==> src/rtl/stream_arbiter_4.sv <==
// Four-requester round-robin arbiter merging stb/ack word streams onto one output
// channel, tagging each word with its source index, with a stall watchdog.
module stream_arbiter_4 #(
  parameter int WIDTH   = 32,
  parameter int TIMEOUT = 1024
) (
  input  logic             clk,
  input  logic             rst,
  input  logic [WIDTH-1:0] input_in_0,
  input  logic             input_in_0_stb,
  output logic             input_in_0_ack,
  input  logic [WIDTH-1:0] input_in_1,
  input  logic             input_in_1_stb,
  output logic             input_in_1_ack,
  input  logic [WIDTH-1:0] input_in_2,
  input  logic             input_in_2_stb,
  output logic             input_in_2_ack,
  input  logic [WIDTH-1:0] input_in_3,
  input  logic             input_in_3_stb,
  output logic             input_in_3_ack,
  output logic [WIDTH-1:0] output_out,
  output logic             output_out_stb,
  input  logic             output_out_ack,
  output logic [1:0]       output_source,
  output logic             exception,
  output logic [1:0]       state_dbg
);

  // Handshake: on every channel a word moves on the rising edge where stb and
  // ack are both high; stb is held with data stable until that edge.

  localparam int CW = (TIMEOUT > 0) ? $clog2(TIMEOUT + 1) : 1;
  localparam logic [CW-1:0] TO_C = CW'(TIMEOUT);
  localparam bit WD_EN = (TIMEOUT != 0);

  typedef enum logic [1:0] {
    IDLE = 2'd0,
    ACK  = 2'd1,
    SEND = 2'd2
  } state_t;

  state_t           state, state_n;
  logic [WIDTH-1:0] data_q, data_n;
  logic [1:0]       src_q, src_n;
  logic [3:0]       ack_q, ack_n;
  logic             out_stb_q, out_stb_n;
  logic [1:0]       last_q, last_n;
  logic [CW-1:0]    cnt_q, cnt_n;
  logic             exc_q, exc_n;

  logic [3:0]       stb_vec;
  logic [WIDTH-1:0] data_vec [4];
  logic             found;
  logic [1:0]       win;
  logic [1:0]       cand;

  assign stb_vec     = {input_in_3_stb, input_in_2_stb, input_in_1_stb, input_in_0_stb};
  assign data_vec[0] = input_in_0;
  assign data_vec[1] = input_in_1;
  assign data_vec[2] = input_in_2;
  assign data_vec[3] = input_in_3;

  // Search starts one past the last served requester; i=4 wraps back to last.
  always_comb begin
    found = 1'b0;
    win   = 2'd0;
    cand  = 2'd0;
    for (int i = 1; i <= 4; i++) begin
      cand = last_q + 2'(i);
      if (!found && stb_vec[cand]) begin
        found = 1'b1;
        win   = cand;
      end
    end
  end

  always_comb begin
    state_n   = state;
    data_n    = data_q;
    src_n     = src_q;
    ack_n     = 4'b0000;
    out_stb_n = out_stb_q;
    last_n    = last_q;
    cnt_n     = cnt_q;
    exc_n     = exc_q;
    case (state)
      IDLE: begin
        if (found) begin
          data_n     = data_vec[win];
          src_n      = win;
          ack_n[win] = 1'b1;
          state_n    = ACK;
        end
      end
      ACK: begin
        out_stb_n = 1'b1;
        cnt_n     = '0;
        state_n   = SEND;
      end
      SEND: begin
        if (output_out_ack) begin
          out_stb_n = 1'b0;
          last_n    = src_q;
          state_n   = IDLE;
        end else if (WD_EN && (cnt_q != TO_C)) begin
          // Saturating stall counter; the flag is sticky until reset.
          cnt_n = cnt_q + CW'(1);
          if (cnt_n == TO_C) exc_n = 1'b1;
        end
      end
      default: state_n = IDLE;
    endcase
  end

  always_ff @(posedge clk) begin
    if (rst) begin
      state     <= IDLE;
      data_q    <= '0;
      src_q     <= 2'd0;
      ack_q     <= 4'b0000;
      out_stb_q <= 1'b0;
      last_q    <= 2'd3;
      cnt_q     <= '0;
      exc_q     <= 1'b0;
    end else begin
      state     <= state_n;
      data_q    <= data_n;
      src_q     <= src_n;
      ack_q     <= ack_n;
      out_stb_q <= out_stb_n;
      last_q    <= last_n;
      cnt_q     <= cnt_n;
      exc_q     <= exc_n;
    end
  end

  assign input_in_0_ack = ack_q[0];
  assign input_in_1_ack = ack_q[1];
  assign input_in_2_ack = ack_q[2];
  assign input_in_3_ack = ack_q[3];
  assign output_out     = data_q;
  assign output_out_stb = out_stb_q;
  assign output_source  = src_q;
  assign exception      = exc_q;
  assign state_dbg      = state;

endmodule

==> config.mk <==
export PLATFORM = sky130hd
export DESIGN_NAME = stream_arbiter_4
export DESIGN_NICKNAME = d
export VERILOG_FILES = /design/src/rtl/stream_arbiter_4.sv
export SDC_FILE = /design/constraint.sdc
export NUM_CORES = 1
export LEC_CHECK = 0
export BUFFER_PORTS_ARGS = -buffer_cell sky130_fd_sc_hd__buf_2
export CORE_MARGIN = 3
export CORE_UTILIZATION = 43
export CTS_BUF_LIST = sky130_fd_sc_hd__clkbuf_4
export DETAILED_ROUTE_END_ITERATION = 12
export MAX_ROUTING_LAYER = met4
export PLACE_DENSITY = 0.89
export RECOVER_POWER = 50
export SLEW_MARGIN = 25
export SYNTH_ARGS = -nofsm -noshare
export SYNTH_HDL_FRONTEND = slang
export SYNTH_SLANG_ARGS = --single-unit
==> constraint.sdc <==
create_clock -name clk -period 2.3 [get_ports clk]
set_clock_uncertainty 0.2 [all_clocks]
set_input_delay 0.345 -clock clk [delete_from_list [all_inputs] [get_ports clk]]
set_output_delay 0.345 -clock clk [all_outputs]
set_load 0.02 [all_outputs]
**After elaboration in Yosys (flattened, before gate mapping)**

Index checks and enable logic that the tools add are counted.

- $add $sub $neg: 4
- $lt $le $gt $ge: 7
- Eq/ne operators: 8
- Multiplexer cells: 29
- Bitwise logic cells: 4
- Reductions and logical operators: 16

Operators by type and width:

| cell | count |
|---|---|
| $bmux 32 s2 | 1 |
| $mux 32 | 2 |
| $mux 11 | 2 |
| $pmux 11 s2 | 1 |
| $lt 2x3->1 const B | 5 |
| $mux 2 | 6 |
| $add 11x1->11 const B | 1 |
| $eq 11x11->1 const B | 1 |
| $ne 11x11->1 const B | 1 |
| $mux 1 | 10 |
| $bmux 1 s2 | 4 |
| $ne 2x2->1 const B | 4 |
| $reduce_and 2->1 | 4 |
| $pmux 2 s3 | 1 |
| $add 2x2->2 const B | 2 |
| $logic_and 1x1->1 | 4 |
| $reduce_and 4->1 | 1 |
| $ge 3x3->1 const B | 1 |
| $logic_not 1->1 | 3 |
| $not 1->1 | 3 |
| $not 2->3 | 1 |
| $reduce_and 3->1 | 1 |
| $reduce_or 3->1 | 1 |
| $add 2x1->2 const B | 1 |
| other kinds (7) | 7 |

- Register bits: 55
- Input port bits: 135
- Output and inout port bits: 42
- Word-level logic and storage cells: 76

**Longest topological paths before layout**

Gate-level depths: netlist (run 1).

- Word-level depth: 17
- Depth in mapped cells: 8
- Depth with buffers taken out: 7

**Worst setup path before layout (run 1)**

OpenSTA, ideal clock, no wires.

- Path type: reg-to-reg
- Start point: register cnt_q[0]
- End point: register cnt_q[3]
- Setup time: 87 ps
- Data arrival time: 1876 ps
- Required time: 2013 ps
- Setup slack: 137 ps
- Cell stages (with the launch flop): 8
- Path buffers: 0
- Clock period less this slack: 2163 ps
- Cells stage by stage: dfxtp_1 -> inv_1 -> ha_1 -> or4b_4 -> or4_4 -> a31oi_4 -> o21ai_1 -> o31ai_1

- Cells in the longest elaborated chain, start to end: 4
- Elaborated cells between the ends (all ways): 7

Ends and longest elaborated chain:

| item | line | text |
|---|---|---|
| start, declared | 48 | `logic [CW-1:0] cnt_q, cnt_n;` |
| start signal, assigned | 132 | `cnt_q <= cnt_n;` |
| $add 11x1->11 | 107 | `cnt_n = cnt_q + CW'(1);` |
| $mux 11 | 105 | `end else if (WD_EN && (cnt_q != TO_C)) begin` |
| $mux 11 | 101 | `if (output_out_ack) begin` |
| $pmux 11 s2 | 86 | `case (state)` |

Several ways; a longest one is shown, not always the timed one. The select of a mux whose other input is x is not followed.
A chain may end at the register's enable or synchronous reset.

**Worst setup path in the final report (run 1)**

- Start point: register cnt_q[0]
- End point: register cnt_q[2]

The elaborated chain is that of the path after synthesis.

==> results of run 1 <==
-- worst max-delay path, stage by stage, from the launching register on --
cell	delay, ns
dfxtp_2	0.35
inv_1	0.05
ha_1	0.14
or4b_4	0.50
or4_4	0.46
a31oi_4	0.24
o21ai_1	0.10
o21ai_1	0.09
-- metal layers --
layer / track usage / vias to the layer above / share of wire
met4: 0.0877 / 0 / 0.027
met1: 0.308 / 1819 / 0.39
met3: 0.0351 / 32 / 0.078
li1: - / 1892 / -
met5: - / - / 0
met2: 0.415 / 225 / 0.51
-- Yosys cell counts (2+ instances only) --
cell and n:
a32oi_1 2, a211o_1 2, a21oi_1 9, a21o_1 32
clkbuf_1 22, nand2b_1 2, o211ai_1 33, nor2b_1 2
o31ai_1 2, nand2_1 44, and3_1 3, ha_1 7
nor3_1 4, nor2_1 28, nand4_1 2, dfxtp_1 55
a31oi_1 6, o21ai_1 5, buf_2 8, xnor2_1 3
nor4b_1 2, buf_6 2, xor2_1 3, inv_1 10
o21ai_0 41, mux2i_1 33, nand3_1 38, o22a_1 2
or4_4 2
-- cells by family after synthesis --
group	Yosys count	share of synthesized area
xor gates and xnor gates	6	0.0155
adders and majority gates	7	0.0258
muxes	33	0.0972
AOI/OAI and AO/OA	145	0.288
buffers and inverters	43	0.0578
and+or+nand+nor	135	0.192
DFF	55	0.324
-- sequential cells by signal (all words and copies together) (netlist names) --
name	count
ack_q	4
output_source	2
exception	1
state_dbg	2
output_out_stb	1
output_out	32
cnt_q	11
last_q	2
-- area by class of cell --
type	instances	area [um2]	area share
Multi-Input combinational cell	326	2120	0.468
Timing Repair Buffer	196	1040	0.230
Tap cell	99	124	0.0273
Sequential cell	55	1100	0.244
Inverter	10	37.5	0.00828
Clock inverter	2	60.1	0.0133
Clock buffer	6	45.0	0.00994
-- metrics by stage --
step / worst slack (ns) / cell area, um2
finish: 0.109 / 4530
global route: 0.0120 / 4530
detailed placement: 0.0550 / 4470
global placement: 0.111 / 4470
CTS: 0.0208 / 4580
floorplan: 0.137 / 3400
-- final timing paths --
kind	slack, ns	endpoint	startpoint
max	0.11	cnt_q[2]	cnt_q[0]
max reg2reg	0.11	cnt_q[2]	cnt_q[0]
min	0.06	output_out[22]	input_in_1[22]
min reg2reg	0.27	exception	exception
-- power breakdown --
| part | internal [mW] | total [mW] | switching [mW] |
|---|---|---|---|
| registers | 1.06 | 1.12 | 0.0612 |
| logic | 0.350 | 0.893 | 0.542 |
| clock network | 0.351 | 0.664 | 0.313 |
-- timing repair --
action,in CTS,in global routing
resized for setup,0,5
endpoints found under the hold margin,0,0
hold buffers,0,0
setup endpoints to repair,0,10
==> results.toml, run 1 <==
[floorplanning]
pin_count = 177
fp.dieW_um = 94.9
fp.dieArea_um2 = 9000
core-area_um2 = 7450
initial_core_util = 0.456
die_y_um = 94.9
num_rows = 31

[pwr]
power.density_nw_per_um2 = 591
vdd_drop_max_uv = 291
power_leakage_nw = 1.89
total_power_mw = 2.68

[sta]
slew_viol_final = 0
finalCriticalPeriod_ns = 2.19
grt_setup_unrepaired = "no"
slew_headroom = 0.695
timing_hold_violations_final = 0
fin_tns_setup_ns = 0
hold-worst-slack_ns = 0.0580
worst_pin_slew_ns = 0.454
timing.final.crit_share = 0.953
fmax_mhz = 456
setup_viol = 0

[route]
ant_nets = 0
drtIter0Drc = 215
drcViolationCount = 0
dr_total_vias = 3968
routedWlPerCell_um = 16.6
dr.pass1.iters = 5
via_per_inst = 5.72
drt_wl_total_um = 11500

[synthesis]
ys_seq_area_frac = 0.324
synth_cells = 424
yosys_warnings = 0
synth-main-ff-cell = "dfxtp_1"
synth_area_per_cell_um2 = 8.01
ys_top_cells_by_area = "dfxtp_1, mux2i_1, o211ai_1"
synth_fp_nets = 566
yosysTopAreaCellShare = 0.324
synth_top_area_cell = "dfxtp_1"
syn_area_um2 = 3400
synth.distinct_cells = 49
synth_seq_cells = 55
async_reset_ff_frac = 0
synth_edf_count = 0

[placed_design]
gp_congestion = 0.950
hpwl_um = 8970
portBuffers = 176
dp_cells = 686

[critical_path]
cp-start-kind = "flop"
worst_ep_arrival_time_ns = 2.30
cp-end-kind = "flop"
worstPathRequired_ns = 2.41
path_class = "flop to flop"
crit_fanout = 7
rr_worst_depth = 7

[clocking]
cts_buffers = 5
path_clk_slew_ns = 0.17
htreeDepth = 2
cts-root-buf = "clkbuf_4"
cts_tree = "yes"
clock_latency_ns = 0.37
cts_setup_buffers = 0
cts.path.max_buffers = 2
cts.sinks = 55

[global_route]
antenna_found_initial = 0
grt_pass1_vias = 3680
grt_pass1_wl_um = 17400
grtUsageTotal = 0.249
grt_max_degree = 35
gr-total-overflow = 0

[finish]
nets = 736
drive_gt1_frac = 0.299
final_cell_mix = "buf_2, dfxtp_1, nand2_1, clkbuf_1, o21ai_0"
insertedDiodeCount = 0
layout_commonest_cell = "buf_2"
synthToLayoutAreaGrowth_pct = 33.4
utilization = 0.608
layout.cells.non_filler = 694
fill_cells = 703

[run]
maxCapViolations = 0

[hold_path]
min_path_cells = 3
hp-class = "input pin to flop"

[outcome]
outcome = "finished, final reports clean"
Note: power is estimated with default switching activity, not from simulation.
==> inputs of run 2 (changes only) <==
--- a/config.mk
+++ b/config.mk
@@ -10,6 +10,7 @@
 export CORE_UTILIZATION = 43
 export CTS_BUF_LIST = sky130_fd_sc_hd__clkbuf_4
 export DETAILED_ROUTE_END_ITERATION = 12
+export HOLD_SLACK_MARGIN = 0.06
 export MAX_ROUTING_LAYER = met4
 export PLACE_DENSITY = 0.89
 export RECOVER_POWER = 50
==> constraint.sdc (replaced) <==
create_clock -name clk -period 2.3 [get_ports clk]
set_clock_uncertainty 0.2 [all_clocks]
set_input_delay 0.23 -clock clk [delete_from_list [all_inputs] [get_ports clk]]
set_output_delay 0.23 -clock clk [all_outputs]
set_load 0.02 [all_outputs]
==> run 2 against run 1 <==
  * The run now fails in global routing (5_1_grt)
  * Synthesized cell count unchanged
  * Synthesized area did not move
==> results.toml, run 2 <==
[outcome]
outcome = "did not finish"
haltStage = "global routing (5_1_grt)"
error = "[ERROR GRT-0116] Global routing finished with congestion. Check the congestion regions in the DRC Viewer."

[synthesis]
synth_top_family_by_area = "compound AO/OA/AOI/OAI gates"
synth_most_common_cell = "dfxtp_1"
synthAdderAreaFrac = 0.0258
yosys-top-cells-count = "dfxtp_1, nand2_1, o21ai_0"
ys_seq_area_frac = 0.324
synth_area_per_cell_um2 = 8.01
synth_seq_cells = 55
yosysTopAreaCellShare = 0.324
synth-simple-area-share = 0.192
synth_cells = 424
synth_xor_area_frac = 0.0155
synth_edf_count = 0
synth_top_area_cell = "dfxtp_1"
synth_fp_nets = 566
yosys_warnings = 0
ys_top_cells_by_area = "dfxtp_1, mux2i_1, o211ai_1"
async_reset_ff_frac = 0
synth.distinct_cells = 49
synth.area.mux_share = 0.0972
synth-main-ff-cell = "dfxtp_1"
syn_area_um2 = 3400
synth_compound_area_frac = 0.288

[floorplanning]
initial_core_util = 0.456
num_rows = 31
pin_count = 177
die_y_um = 94.9
fp.dieW_um = 94.9

[placed_design]
place_area_um2 = 4450
gp_congestion = 0.989
hpwl_um = 8850
portBuffers = 176

[clocking]
ctsResizeCount = 0
cts_buffers = 5
cts-root-buf = "clkbuf_4"
cts_setup_buffers = 0
cts.sinks = 55
cts.path.max_buffers = 2
htreeDepth = 2

[global_route]
gr-total-overflow = 2
grtUsageTotal = 0.457
grt_pass1_wl_um = 29900
grt_max_degree = 35
grt_pass1_vias = 5671
[run 2: through the flow]
stage | cells | utilization | setup WS, ns
floorplan | 424 | - | 0.137
global placement | 685 | 0.598 | 0.114
detailed placement | 685 | 0.598 | 0.0561
CTS | 823 | 0.784 | 0.0134
[run 2: what timing repair did]
| item | in CTS |
|---|---|
| hold buffers | 130 |
| endpoints found under the hold margin | 40 |
| setup endpoints to repair | 0 |
[run 2: cells by family after synthesis]
kind of cell | Yosys count
AO/OA/AOI/OAI | 145
flip-flops | 55
AND/OR/NAND/NOR | 135
adder cells (fa/ha/maj) | 7
XOR/XNOR | 6
buffers and inverters | 43
multiplexers | 33
[run 2: per-layer routing]
| metal | GRT overflow | global-route usage |
|---|---|---|
| met1 | 0 | 0.446 |
| met2 | 2 | 0.670 |
| met3 | 0 | 0.216 |
| met4 | 0 | 0.415 |
| met5 | - | - |
==> inputs of run 3 (changes only) <==
--- a/config.mk
+++ b/config.mk
@@ -7,12 +7,9 @@
 export LEC_CHECK = 0
 export BUFFER_PORTS_ARGS = -buffer_cell sky130_fd_sc_hd__buf_2
 export CORE_MARGIN = 3
-export CORE_UTILIZATION = 43
-export CTS_BUF_LIST = sky130_fd_sc_hd__clkbuf_4
+export CORE_UTILIZATION = 35
 export DETAILED_ROUTE_END_ITERATION = 12
-export HOLD_SLACK_MARGIN = 0.06
-export MAX_ROUTING_LAYER = met4
-export PLACE_DENSITY = 0.89
+export PLACE_DENSITY_LB_ADDON = 0.15
 export RECOVER_POWER = 50
 export SLEW_MARGIN = 25
 export SYNTH_ARGS = -nofsm -noshare
==> constraint.sdc (replaced) <==
create_clock -name clk -period 3 [get_ports clk]
set_clock_uncertainty 0.2 [all_clocks]
set_input_delay 0.3 -clock clk [delete_from_list [all_inputs] [get_ports clk]]
set_output_delay 0.3 -clock clk [all_outputs]
set_load 0.02 [all_outputs]
==> run 3 against run 2 <==
  * The run now ends clean
==> results.toml, run 3 (synthesis gave the netlist of run 1 again) <==
[sta]
fmax_mhz = 421
slew_viol_final = 0
setup_viol = 0
worst_slack_ns = 0.623
hold-worst-slack_ns = 0.0865
fin_tns_setup_ns = 0
slew_headroom = 0.494
timing_hold_violations_final = 0
timing.final.crit_share = 0.792
grt_setup_unrepaired = "no"
worst_pin_slew_ns = 0.753
finalCriticalPeriod_ns = 2.38

[route]
routedWlPerCell_um = 15.7
dr.pass1.iters = 4
via_per_inst = 5.25
drcViolationCount = 0
dr_total_vias = 3750
ant_nets = 0
drt_wl_total_um = 11200
drtIter0Drc = 118

[outcome]
outcome = "finished, final reports clean"

[critical_path]
cp-start-kind = "flop"
worst_ep_arrival_time_ns = 2.39
rr_worst_depth = 7
path_class = "flop to flop"
crit_chain = "inv_1 -> ha_1 -> or4b_4 -> o311ai_0 -> nor2_1 -> nand4_1 -> o21ai_1"
r2r_end = "cnt_q[9]"
cp_slowest_cell = "o311ai_0"
max_stage_delay_ns = 0.59
worstPathRequired_ns = 3.02
r2r_start = "cnt_q[0]"
rrSetupSlack_ns = 0.62
cp-end-kind = "flop"
crit_fanout = 7

[finish]
layout.cells.non_filler = 714
utilization = 0.476
drive_gt1_frac = 0.281
final_cell_mix = "buf_2, dfxtp_1, nand2_1, clkbuf_1, o21ai_0"
nets = 725
synthToLayoutAreaGrowth_pct = 30.7
layout_commonest_cell = "buf_2"
final_area_um2 = 4440
largest_register_ff_count = 32

[clocking]
path_clk_slew_ns = 0.10
htreeDepth = 2
cts_buffers = 5
cts_hold_buffers = 0
cts_tree = "yes"
cts-root-buf = "clkbuf_8"
cts_setup_buffers = 0
cts.path.max_buffers = 2
ctsResizeCount = 0
cts.sinks = 55
clock_latency_ns = 0.31

[placed_design]
pre_cts_slack_ns = 0.620
gp_congestion = 0.833
portBuffers = 176
hpwl_um = 8130
dp_cells = 705
place_area_um2 = 4370

[global_route]
antenna_found_initial = 1
grt_max_degree = 35
grt_pass1_wl_um = 17400
grtUsageTotal = 0.193
grt_pass1_vias = 3538
gr-total-overflow = 0

[pwr]
p_sw_frac = 0.346
power.share.sequential = 0.423
vdd_drop_max_uv = 194
total_power_mw = 2.03
power_leakage_nw = 1.82
p_int_mw = 1.32
p_comb_frac = 0.317
power_frac_clock = 0.261
power.density_nw_per_um2 = 457
switchingPower_mw = 0.702

[floorplanning]
initial_core_util = 0.364
fp.dieArea_um2 = 10900
num_rows = 35
fp.dieW_um = 105
pin_count = 177
core-area_um2 = 9330
die_y_um = 105

[run]
maxCapViolations = 0

[hold_path]
min_to = "output_out[19]"
hp-class = "input pin to flop"
min_path_cells = 3
min-delay-start = "input_in_1[19]"
==> run 3: how the worst max path moves through the flow <==
stage	start	endpoint	slack (ns)	depth (start not counted)
after global placement	cnt_q[0]	cnt_q[7]	0.63	7
after global routing	cnt_q[0]	cnt_q[6]	0.39	7
after detailed placement	cnt_q[0]	cnt_q[9]	0.62	7
after CTS	cnt_q[0]	cnt_q[9]	0.62	7
final	cnt_q[0]	cnt_q[9]	0.62	7
after floorplan	cnt_q[0]	cnt_q[3]	0.84	7
==> run 3: layout make-up <==
type                       instances  area, um2
timing repair buffer             185        896
sequential                        55       1100
inverter                          10       37.5
tap                              129        161
clock inverter                     2       35.0
antenna                            1       2.50
multi-input combinational        326       2120
clock buffer                       6       82.6
fill                             960       4890
==> run 3: worst max-delay path, delay by kind of cell (launching register included) <==
kind / cells / cell delay (ns)
AOI/OAI and AO/OA: 2 / 0.65
adders and majority gates: 1 / 0.12
buffers and inverters: 1 / 0.08
DFF: 1 / 0.38
and+or+nand+nor: 3 / 0.84
==> run 3: power by group through the flow <==
stage          sequential [mW]  clock (mW)  combinational, mW
6_report                 0.856       0.529              0.642
3_3_place_gp             0.870           0              0.663
3_5_place_dp             0.870           0              0.668
4_1_cts                  0.855       0.544              0.671
5_1_grt                  0.868       0.568              0.703
2_1_floorplan            0.966           0              0.310
==> run 3: routing by layer <==
metal  wire length [um]  vias to the layer above  track usage
li1                   -                     1866            -
met1               4730                     1745        0.241
met2               5600                      122        0.331
met3                639                       17       0.0391
met4                225                        0       0.0655
met5                  0                        -            0
